File: config.mk
export PLATFORM = sky130hd
export DESIGN_NAME = sit_iter_core
export DESIGN_NICKNAME = d
export VERILOG_FILES = /design/src/rtl/sit_iter_core.sv
export SDC_FILE = /design/constraint.sdc
export NUM_CORES = 1
export LEC_CHECK = 0
export CORE_MARGIN = 2
export CORE_UTILIZATION = 53
export DETAILED_ROUTE_END_ITERATION = 10
export PLACE_DENSITY = 0.78
export RECOVER_POWER = 50
export REMOVE_ABC_BUFFERS = 1
export SLEW_MARGIN = 20
export SYNTH_ARGS = -nofsm -noshare
export SYNTH_HDL_FRONTEND = slang
export SYNTH_SLANG_ARGS = --single-unit
File: constraint.sdc
create_clock -name clk -period 3.6 [get_ports clk]
set_input_delay 0.54 -clock clk [delete_from_list [all_inputs] [get_ports clk]]
set_output_delay 0.54 -clock clk [all_outputs]
set_load 0.005 [all_outputs]
File: src/rtl/sit_iter_core.sv
// Iterative SiT cipher core: cached key expansion, then one round per cycle for encrypt/decrypt.
// Latency: key expansion NUM_ROUNDS cycles; a block accepted on edge T is presented on edge T+NUM_ROUNDS.
// Backpressure: out_data holds until out_ready; in_ready is low outside READY. Optional CBC chaining: SIT_CBC_EN.
module sit_iter_core #(
   parameter int BLK_W      = 64,
   parameter int KEY_W      = BLK_W,
   parameter int NUM_ROUNDS = 5,
   parameter int RK_W       = BLK_W / 4
) (
   input  logic             clk,
   input  logic             rst_n,
   input  logic             key_load,
   input  logic [KEY_W-1:0] key_in,
   output logic             key_ready,
`ifdef SIT_CBC_EN
   input  logic             iv_load,
   input  logic [BLK_W-1:0] iv_in,
`endif
   input  logic             in_valid,
   output logic             in_ready,
   input  logic             in_mode,
   input  logic [BLK_W-1:0] in_data,
   output logic             out_valid,
   input  logic             out_ready,
   output logic [BLK_W-1:0] out_data,
   output logic             busy
);

   // Counter is at least 2 bits so the low bits can select one of the four key segments.
   localparam int CW = (NUM_ROUNDS > 4) ? $clog2(NUM_ROUNDS) : 2;
   localparam logic [CW-1:0] LAST = CW'(NUM_ROUNDS - 1);

   typedef enum logic [2:0] {IDLE, KEXP, READY, RUN, DONE} state_t;

   state_t            state, state_nxt;
   logic [CW-1:0]     kidx, rnd;
   logic [KEY_W-1:0]  key_reg;
   logic [RK_W-1:0]   rk_mem [NUM_ROUNDS];
   logic [RK_W-1:0]   seg [4];
   logic [RK_W-1:0]   kexp_val, rk_cur;
   logic [BLK_W-1:0]  data_reg, round_out;
   logic              mode_reg;
   logic              accept;
`ifdef SIT_CBC_EN
   logic [BLK_W-1:0]  chain, chain_pend;
`endif

   // 4-bit substitution box shared by key expansion and the round function.
   function automatic logic [3:0] sbox(input logic [3:0] x);
      case (x)
         4'h0: sbox = 4'h3;  4'h1: sbox = 4'hF;  4'h2: sbox = 4'hE;  4'h3: sbox = 4'h0;
         4'h4: sbox = 4'h5;  4'h5: sbox = 4'h4;  4'h6: sbox = 4'hB;  4'h7: sbox = 4'hC;
         4'h8: sbox = 4'hD;  4'h9: sbox = 4'hA;  4'hA: sbox = 4'h9;  4'hB: sbox = 4'h6;
         4'hC: sbox = 4'h7;  4'hD: sbox = 4'h8;  4'hE: sbox = 4'h2;  default: sbox = 4'h1;
      endcase
   endfunction

   // F: nibble-wise S-box, then rotate left by one bit.
   function automatic logic [RK_W-1:0] f_fn(input logic [RK_W-1:0] x);
      logic [RK_W-1:0] s, r;
      s = x;
      r = '0;
      for (int i = 0; i + 4 <= RK_W; i += 4) s[i +: 4] = sbox(x[i +: 4]);
      for (int j = 0; j < RK_W; j++) r[(j + 1) % RK_W] = s[j];
      return r;
   endfunction

   // Round: XNOR outer words with the key, F feeds the inner words, words are reordered.
   function automatic logic [BLK_W-1:0] enc_round(input logic [BLK_W-1:0] d, input logic [RK_W-1:0] k);
      logic [RK_W-1:0] a, dd, x, y;
      a  = ~(d[BLK_W-1 -: RK_W] ^ k);
      dd = ~(d[RK_W-1:0] ^ k);
      x  = f_fn(a) ^ d[2*RK_W-1 -: RK_W];
      y  = f_fn(dd) ^ d[3*RK_W-1 -: RK_W];
      return {x, dd, a, y};
   endfunction

   function automatic logic [BLK_W-1:0] dec_round(input logic [BLK_W-1:0] d, input logic [RK_W-1:0] k);
      logic [RK_W-1:0] x, dd, a, y;
      x  = d[BLK_W-1 -: RK_W];
      dd = d[3*RK_W-1 -: RK_W];
      a  = d[2*RK_W-1 -: RK_W];
      y  = d[RK_W-1:0];
      return {~(a ^ k), y ^ f_fn(dd), x ^ f_fn(a), ~(dd ^ k)};
   endfunction

`ifdef SIT_CBC_EN
   assign accept = (state == READY) && in_valid && !key_load && !iv_load;
`else
   assign accept = (state == READY) && in_valid && !key_load;
`endif
   assign in_ready = (state == READY);
   assign busy     = (state == KEXP) || (state == RUN) || (state == DONE);

   // Key segments (most significant first) and the round key produced this KEXP cycle.
   always_comb begin
      for (int s = 0; s < 4; s++) seg[s] = key_reg[KEY_W-1-s*RK_W -: RK_W];
      kexp_val = '0;
      if (int'(kidx) < 4) kexp_val = f_fn(seg[kidx[1:0]]);
      else kexp_val = rk_mem[kidx - CW'(1)] ^ rk_mem[kidx - CW'(2)] ^
                      rk_mem[kidx - CW'(3)] ^ rk_mem[kidx - CW'(4)];
   end

   // One round of the current block; decrypt walks the key cache backwards.
   always_comb begin
      rk_cur    = rk_mem[mode_reg ? (LAST - rnd) : rnd];
      round_out = mode_reg ? dec_round(data_reg, rk_cur) : enc_round(data_reg, rk_cur);
   end

   // Next-state logic; key_load outranks a same-cycle block in READY and is ignored while a block is in flight.
   always_comb begin
      state_nxt = state;
      case (state)
         IDLE:    if (key_load) state_nxt = KEXP;
         KEXP:    if (!key_load && kidx == LAST) state_nxt = READY;
         READY:   if (key_load) state_nxt = KEXP;
                  else if (accept) state_nxt = RUN;
         RUN:     if (rnd == LAST) state_nxt = DONE;
         DONE:    if (out_ready) state_nxt = READY;
         default: state_nxt = IDLE;
      endcase
   end

   // State register.
   always_ff @(posedge clk or negedge rst_n) begin
      if (!rst_n) state <= IDLE;
      else        state <= state_nxt;
   end

   // Key cache, round counter, block datapath and result register.
   always_ff @(posedge clk or negedge rst_n) begin
      if (!rst_n) begin
         kidx      <= '0;
         rnd       <= '0;
         key_reg   <= '0;
         key_ready <= 1'b0;
         data_reg  <= '0;
         mode_reg  <= 1'b0;
         out_valid <= 1'b0;
         out_data  <= '0;
         for (int i = 0; i < NUM_ROUNDS; i++) rk_mem[i] <= '0;
`ifdef SIT_CBC_EN
         chain      <= '0;
         chain_pend <= '0;
`endif
      end else begin
         case (state)
            IDLE: if (key_load) begin
               key_reg <= key_in;
               kidx    <= '0;
            end
            KEXP: if (key_load) begin
               key_reg <= key_in;
               kidx    <= '0;
            end else begin
               rk_mem[kidx] <= kexp_val;
               if (kidx == LAST) key_ready <= 1'b1;
               else              kidx <= kidx + CW'(1);
            end
            READY: if (key_load) begin
               key_reg   <= key_in;
               kidx      <= '0;
               key_ready <= 1'b0;
`ifdef SIT_CBC_EN
            end else if (iv_load) begin
               chain <= iv_in;
`endif
            end else if (accept) begin
               mode_reg <= in_mode;
               rnd      <= '0;
`ifdef SIT_CBC_EN
               data_reg   <= in_mode ? in_data : (in_data ^ chain);
               chain_pend <= in_data;
`else
               data_reg <= in_data;
`endif
            end
            RUN: begin
               data_reg <= round_out;
               if (rnd == LAST) begin
                  out_valid <= 1'b1;
`ifdef SIT_CBC_EN
                  out_data <= mode_reg ? (round_out ^ chain) : round_out;
                  chain    <= mode_reg ? chain_pend : round_out;
`else
                  out_data <= round_out;
`endif
               end else begin
                  rnd <= rnd + CW'(1);
               end
            end
            DONE: if (out_ready) out_valid <= 1'b0;
            default: ;
         endcase
      end
   end

endmodule
==> reports/results.tsv, run 1 <==
stage	metric	value	unit
run_status	outcome	finished with violations	
run_status	violations	capacitance limit, slew limit	
sta	fin_crit_sh	96.9	%
sta	final-setup-viol-count	0	
drt	drc	0	
grt	grt_max_degree	107	
cells_and_area	largest_reg_flops	80	
cells_and_area	top_register	rk_mem	
yosys	synth-simple-area-share	13.0	%
clock_network	clk_path_buf_depth	3	
floorplanning	io_pins	202	
cells_and_area	fillCellCount	3058	
yosys	synth_seq_cells	284	
sta	post-route-min-period	3490	ps
sta	slew_headroom	-88.9	%
clock_network	cts_made_buffers	34	
cells_and_area	n_antenna_cell	0	
yosys	synth_compound_area_share	16.5	%
critical_path	rrSetupSlack	110	ps
yosys	synth_mux_area_share	19.8	%
yosys	syn-cell-area	20300	um2
yosys	synth_ff_type	dfrtp_1	
yosys	yosysWarningCount	0	
sta	fmax	287	MHz
critical_path	cp-start-kind	register	
critical_path	cpMaxStageDelayCell	nor4b_2	
sta	finClkSkew	30.2	ps
cells_and_area	drive_above_1_share	17.9	%
critical_path	critical_path_class	reg -> reg	
critical_path	path_max_fanout	12	
sta	tns	0	ps
yosys	synthXorXnorAreaFrac	8.00	%
critical_path	worstPathRequired	4010	ps
run	maxCapViolations	1	
grt	grt_remaining_overflow	0	
yosys	synth.distinct_cells	81	
grt	grtUsageTotal	29.0	%
critical_path	cp.arrival	3900	ps
clock_network	root_buffer	clkbuf_16	
drt	vias_per_cell	6.10	
placement	dp.cells	2859	
critical_path	crit_path_max_incr_delay	690	ps
grt	antenna_found_initial	1	
drt	drtIter0Drc	1498	
sta	hold_violations	0	
yosys	ys_async_sr_fraction	100	%
cells_and_area	fin_cells	2923	
floorplanning	core_area	37700	um2
yosys	seq_area_frac_synth	35.1	%
clock_network	clkLatencyLatePin	560	ps
cells_and_area	nNetsFinal	2569	
clock_network	cts_tree	done	
drt	wl_per_cell	19.8	um
yosys	synth_top_family_by_area	multiplexers	
sta	tightest_slew	2830	ps
yosys	syn_avg_cell_area	9.16	um2
drt	ant_nets	0	
floorplanning	initial_utilization	53.8	%
floorplanning	row_count	71	
drt	drt_first_pass_iters	6	
placement	portBuffers	201	
sta	rsz0062_at_grt	yes	
critical_path	end_kind	register	
yosys	syn_inst	2212	
floorplanning	dieArea	39800	um2
floorplanning	die_w	200	um
clock_network	path_clk_slew	60	ps
yosys	synth_fa_ha_area_share	2.95	%
clock_network	postCtsHoldBufs	0	
placement	finalWeightedCongestion	0.881	
clock_network	numClockSinks	284	
floorplanning	die_h	200	um
critical_path	crit_chain	buf_4, nor4b_2, or2_4, a22o_2, xnor2_2, inv_1, ha_1, nor2_1, a2111oi_0, a211oi_1, xnor2_1, o21ai_1	
sta	drv_slew	104	
grt	grt_pass1_wl	91600	um
placement	place_hpwl	40000	um
grt	grt_pass1_vias	17400	
yosys	synth_edf_count	0	
hold_path	hp-class	reg -> reg	
drt	num_vias	17800	
clock_network	cts_max_level	2	
cells_and_area	area_growth	20.6	%
drt	wl	57700	um
==> through the flow <==
stage               setup slack (ps)  hold slack (ps)  instance area (um2)  utilization [%]
finish                           110              476                24400             64.9
CTS                             67.0             83.7                24300             64.5
global placement                38.3              460                23100             61.3
global route                   -63.1              499                24400             64.9
detailed placement             -37.8              461                23100             61.3
floorplan                      -4230              244                19500                -
==> cell type report <==
class,instances,area (um2),share of cell area (%)
clock buffer,44,1020,4.18
clock inverter,15,161,0.660
inverter,65,244,0.998
multi-input combinational,1699,12400,50.5
sequential,284,7110,29.1
tap,511,639,2.62
timing repair buffer,305,2910,11.9
==> worst max-delay path: cells and delay by family, from the launching register on <==
family          cells  cell delay, ps
xor+xnor            2             360
buf+inv             2             290
fa+ha+maj           1             300
compound gates      4             950
simple gates        3            1070
flops               1             380
==> kinds of logic after synthesis <==
kind of cell	after synthesis
AOI/OAI and AO/OA	537
DFF	284
adders and majority gates	48
muxes	319
xor gates and xnor gates	165
buffers and inverters	231
and+or+nand+nor	628
==> metal layers <==
layer | global-route usage, % | vias to the layer above | routed length (um)
met5 | 0 | - | 9
met4 | 10.3 | 2 | 1990
met3 | 5.42 | 156 | 4710
met2 | 48.4 | 765 | 27700
met1 | 37.6 | 8690 | 23300
li1 | - | 8225 | -
==> Yosys cell counts, types with 21 or more instances <==
| cell type | n | area share (%) |
|---|---|---|
| nand2_1 | 386 | 7.2 |
| a21oi_1 | 110 | 2.7 |
| xnor2_1 | 104 | 4.5 |
| o21ai_0 | 208 | 5.1 |
| a211oi_1 | 31 | 1.1 |
| o21ai_1 | 25 | 0.62 |
| nand3_1 | 29 | 0.72 |
| mux2i_1 | 121 | 6.0 |
| nor3_1 | 39 | 0.96 |
| dfrtp_1 | 284 | 35 |
| nor2_1 | 110 | 2.0 |
| buf_2 | 21 | 0.52 |
| xor2_1 | 39 | 1.7 |
| buf_1 | 22 | 0.41 |
| mux4_2 | 48 | 5.3 |
| ha_1 | 46 | 2.8 |
| mux2_2 | 147 | 8.2 |
| inv_1 | 60 | 1.1 |
| clkbuf_1 | 110 | 2.0 |
==> worst paths after layout <==
path                            cells after the start    startpoint           end
worst max-delay path                               12        rnd[0]  out_data[57]
worst min-delay path                                2  out_data[28]  out_data[28]
worst max register to register                     12        rnd[0]  out_data[57]
worst min register to register                      2  out_data[28]  out_data[28]
max in group asynchronous                           1         rst_n      mode_reg
min in group asynchronous                           1         rst_n  data_reg[27]
==> placed cells by master (no fill, tap or decap), drive strengths merged, types with 7 or more instances in the layout <==
master,n
nand2,386
dfrtp,284
o21ai,234
clkdlybuf4s50,200
mux2,148
mux2i,122
xnor2,114
a21oi,111
nor2,110
buf,104
inv,64
xor2,51
mux4,49
ha,46
clkbuf,45
nor3,39
a211oi,33
nand3,29
a22oi,16
o22ai,15
a22o,14
a32oi,13
a31oi,13
a2111oi,12
nand2b,10
clkinv,10
nor2b,9
o211ai,9
o31ai,9
and2,9
o2111ai,7
nand3b,7
a221oi,7
==> what timing repair did <==
action,4_1_cts,5_1_grt
pin swaps,0,7
endpoints found under the setup margin,8,43
cloned,0,2
endpoints found under the hold margin,0,0
resized for setup,1,21
setup buffers,0,3
Power of run 1 is not shown: default switching activity piles up to over one toggle a cycle in this logic, so the estimate is an artifact.
==> run 2, diff against run 1 <==
- CELL_PAD_IN_SITES_DETAIL_PLACEMENT: not set -> 0
- CELL_PAD_IN_SITES_GLOBAL_PLACEMENT: not set -> 1
- CORE_UTILIZATION: 53 -> 41
- PLACE_DENSITY: 0.78 -> not set
- PLACE_DENSITY_LB_ADDON: not set -> 0.1
==> reports/results.tsv, run 2 (synthesis results as in run 1) <==
stage	metric	value	unit	change
sta	slew_headroom	-67.6	%	+21 points
clock_network	clkLatencyLatePin	560	ps	about the same
drt	ant_nets	0		unchanged
floorplanning	dieArea	51200	um2	+29%
drt	drt_first_pass_iters	5		-1
placement	place_hpwl	41600	um	+4.2%
grt	antenna_found_initial	1		unchanged
critical_path	r2r_start	rnd[0]		
critical_path	rrSetupSlack	120	ps	about the same
sta	finClkSkew	19.5	ps	-10.7 ps
floorplanning	die_h	226	um	+13%
critical_path	cp.arrival	3910	ps	about the same
clock_network	clk_path_buf_depth	3		unchanged
cells_and_area	drive_above_1_share	18.0	%	+0.14 points
drt	wl	60500	um	+4.9%
critical_path	cpMaxStageDelayCell	a2111oi_1		
critical_path	crit_chain	inv_1, ha_2, mux2i_4, clkbuf_16, mux4_2, a22o_1, xnor2_2, mux2i_1, a2111oi_1, a21oi_1, xnor2_1, o21ai_1		
clock_network	numClockSinks	284		unchanged
grt	grt_pass1_wl	95600	um	+4.4%
sta	fin_crit_sh	96.7	%	-0.25 points
sta	setup_slack	120	ps	+9.14 ps
hold_path	hp-class	reg -> reg		
clock_network	path_clk_slew	60	ps	about the same
hold_path	min_delay_worst_endpoint	out_data[32]		
floorplanning	row_count	81		+14%
floorplanning	initial_utilization	41.5	%	-12 points
clock_network	cts_tree	done		
cells_and_area	nNetsFinal	2577		+0.31%
critical_path	r2r-end	out_data[12]		
drt	dr_wl_met3	2480	um	-47%
placement	portBuffers	201		unchanged
sta	post-route-min-period	3480	ps	-9.14 ps
drt	num_vias	17100		-4.3%
floorplanning	io_pins	202		unchanged
floorplanning	core_area	48800	um2	+30%
drt	wl_met1	26800	um	+15%
critical_path	worstPathRequired	4030	ps	+20 ps
run_status	violations	capacitance limit, slew limit		
cells_and_area	layout.cells.most_common	nand2_1		
grt	grt_pass1_vias	16900		-2.6%
hold_path	hold_start	out_data[32]		
critical_path	path_max_fanout	7		-5
grt	grtUsageTotal	23.7	%	-5.3 points
clock_network	root_buffer	clkbuf_16		
critical_path	critical_path_class	reg -> reg		
clock_network	cts_made_buffers	37		+8.8%
drt	top_layer	met4		
drt	drtIter0Drc	1218		-19%
sta	hold_violations	0		unchanged
drt	drc	0		unchanged
drt	dr_wl_met2	29600	um	+7.1%
critical_path	critPathTopFamily	compound AO/OA/AOI/OAI gates		
sta	final-setup-viol-count	0		unchanged
critical_path	path_buf_inv	2		unchanged
sta	tightest_slew	2510	ps	-320 ps
critical_path	crit_path_max_incr_delay	480	ps	-210 ps
placement	finalWeightedCongestion	0.851		-3.4%
cells_and_area	fillCellCount	4699		+54%
drt	wl_per_cell	19.6	um	-0.68%
hold_path	whs_path_depth	2		unchanged
sta	drv_slew	90		-13%
placement	place_ws	-4.29	ps	+33.5 ps
drt	vias_per_cell	5.53		-9.4%
cells_and_area	largest_reg_flops	80		unchanged
run	maxCapViolations	1		unchanged
clock_network	postCtsHoldBufs	0		unchanged
critical_path	end_kind	register		
cells_and_area	top_register	rk_mem		
sta	fmax	287	MHz	+0.26%
cells_and_area	layout_common_cells	nand2_1, dfrtp_1, o21ai_0		
grt	grt_max_degree	90		-16%
critical_path	cp-start-kind	register		
critical_path	r2r_cells	12		unchanged
cells_and_area	area_growth	22.0	%	
run_status	outcome	finished with violations		
clock_network	cts_max_level	2		unchanged
grt	grt_remaining_overflow	0		unchanged
floorplanning	die_w	226	um	+13%
==> run 2: changes by cell type in the layout (fill, tap and decap cells not counted), sizes merged <==
cell      before  now
clkbuf        45   62
clkinv        10    3
clkinvlp       3    0
inv           64   66
buf          104  105
diode          0    1
or2            6    5
==> run 2: what timing repair did <==
| item | CTS | global route |
|---|---|---|
| setup endpoints to repair | 2 | 79 |
| pin swaps | 0 | 6 |
| cloned | 0 | 2 |
| setup buffers | 0 | 9 |
| resized for setup | 1 | 31 |
==> run 2: area by class of cell <==
class | count | area (um2) | area share, %
antenna | 1 | 2.50 | 0.0101
tap | 664 | 831 | 3.36
clock buffer | 56 | 1080 | 4.36
clock inverter | 7 | 118 | 0.476
sequential | 284 | 7120 | 28.8
timing repair buffer | 311 | 2940 | 11.9
multi-input combinational | 1698 | 12400 | 50.2
inverter | 65 | 244 | 0.987
==> run 2: tightest hold or removal path, stage by stage (launching register included) <==
cell and delay (ps):
dfrtp_1 340, nand2_1 50, nand2_1 50
==> run 2: layer usage <==
layer	up-vias	track usage, %
met3	93	2.72
met5	-	0
li1	8237	-
met2	389	40.1
met1	8344	31.8
met4	0	7.30
==> run 2: per-stage QoR <==
stage	setup TNS [ps]	area (um2)	util [%]	instances	hold slack, ps
finish	0	24700	50.6	3086	471
global route	-6.43	24700	50.6	3086	500
CTS	0	24500	50.1	3074	54.7
detailed placement	-4.29	23300	47.7	3011	462
global placement	-50.1	23300	47.7	3011	459
floorplan	-451570	19500	-	2046	244
==> run 2: how the worst max path moves through the flow <==
stage	startpoint	to	slack (ps)	depth (start not counted)
after global routing	rnd[0]	out_data[53]	-4	14
final	rnd[0]	out_data[12]	120	12
after detailed placement	rnd[0]	data_reg[52]	-4	14
after CTS	rnd[0]	out_data[12]	20	13
after floorplan	kidx[0]	rk_mem[16]	-4230	11
after global placement	rnd[0]	data_reg[52]	-30	14
Power of run 2 is left out for the same reason.
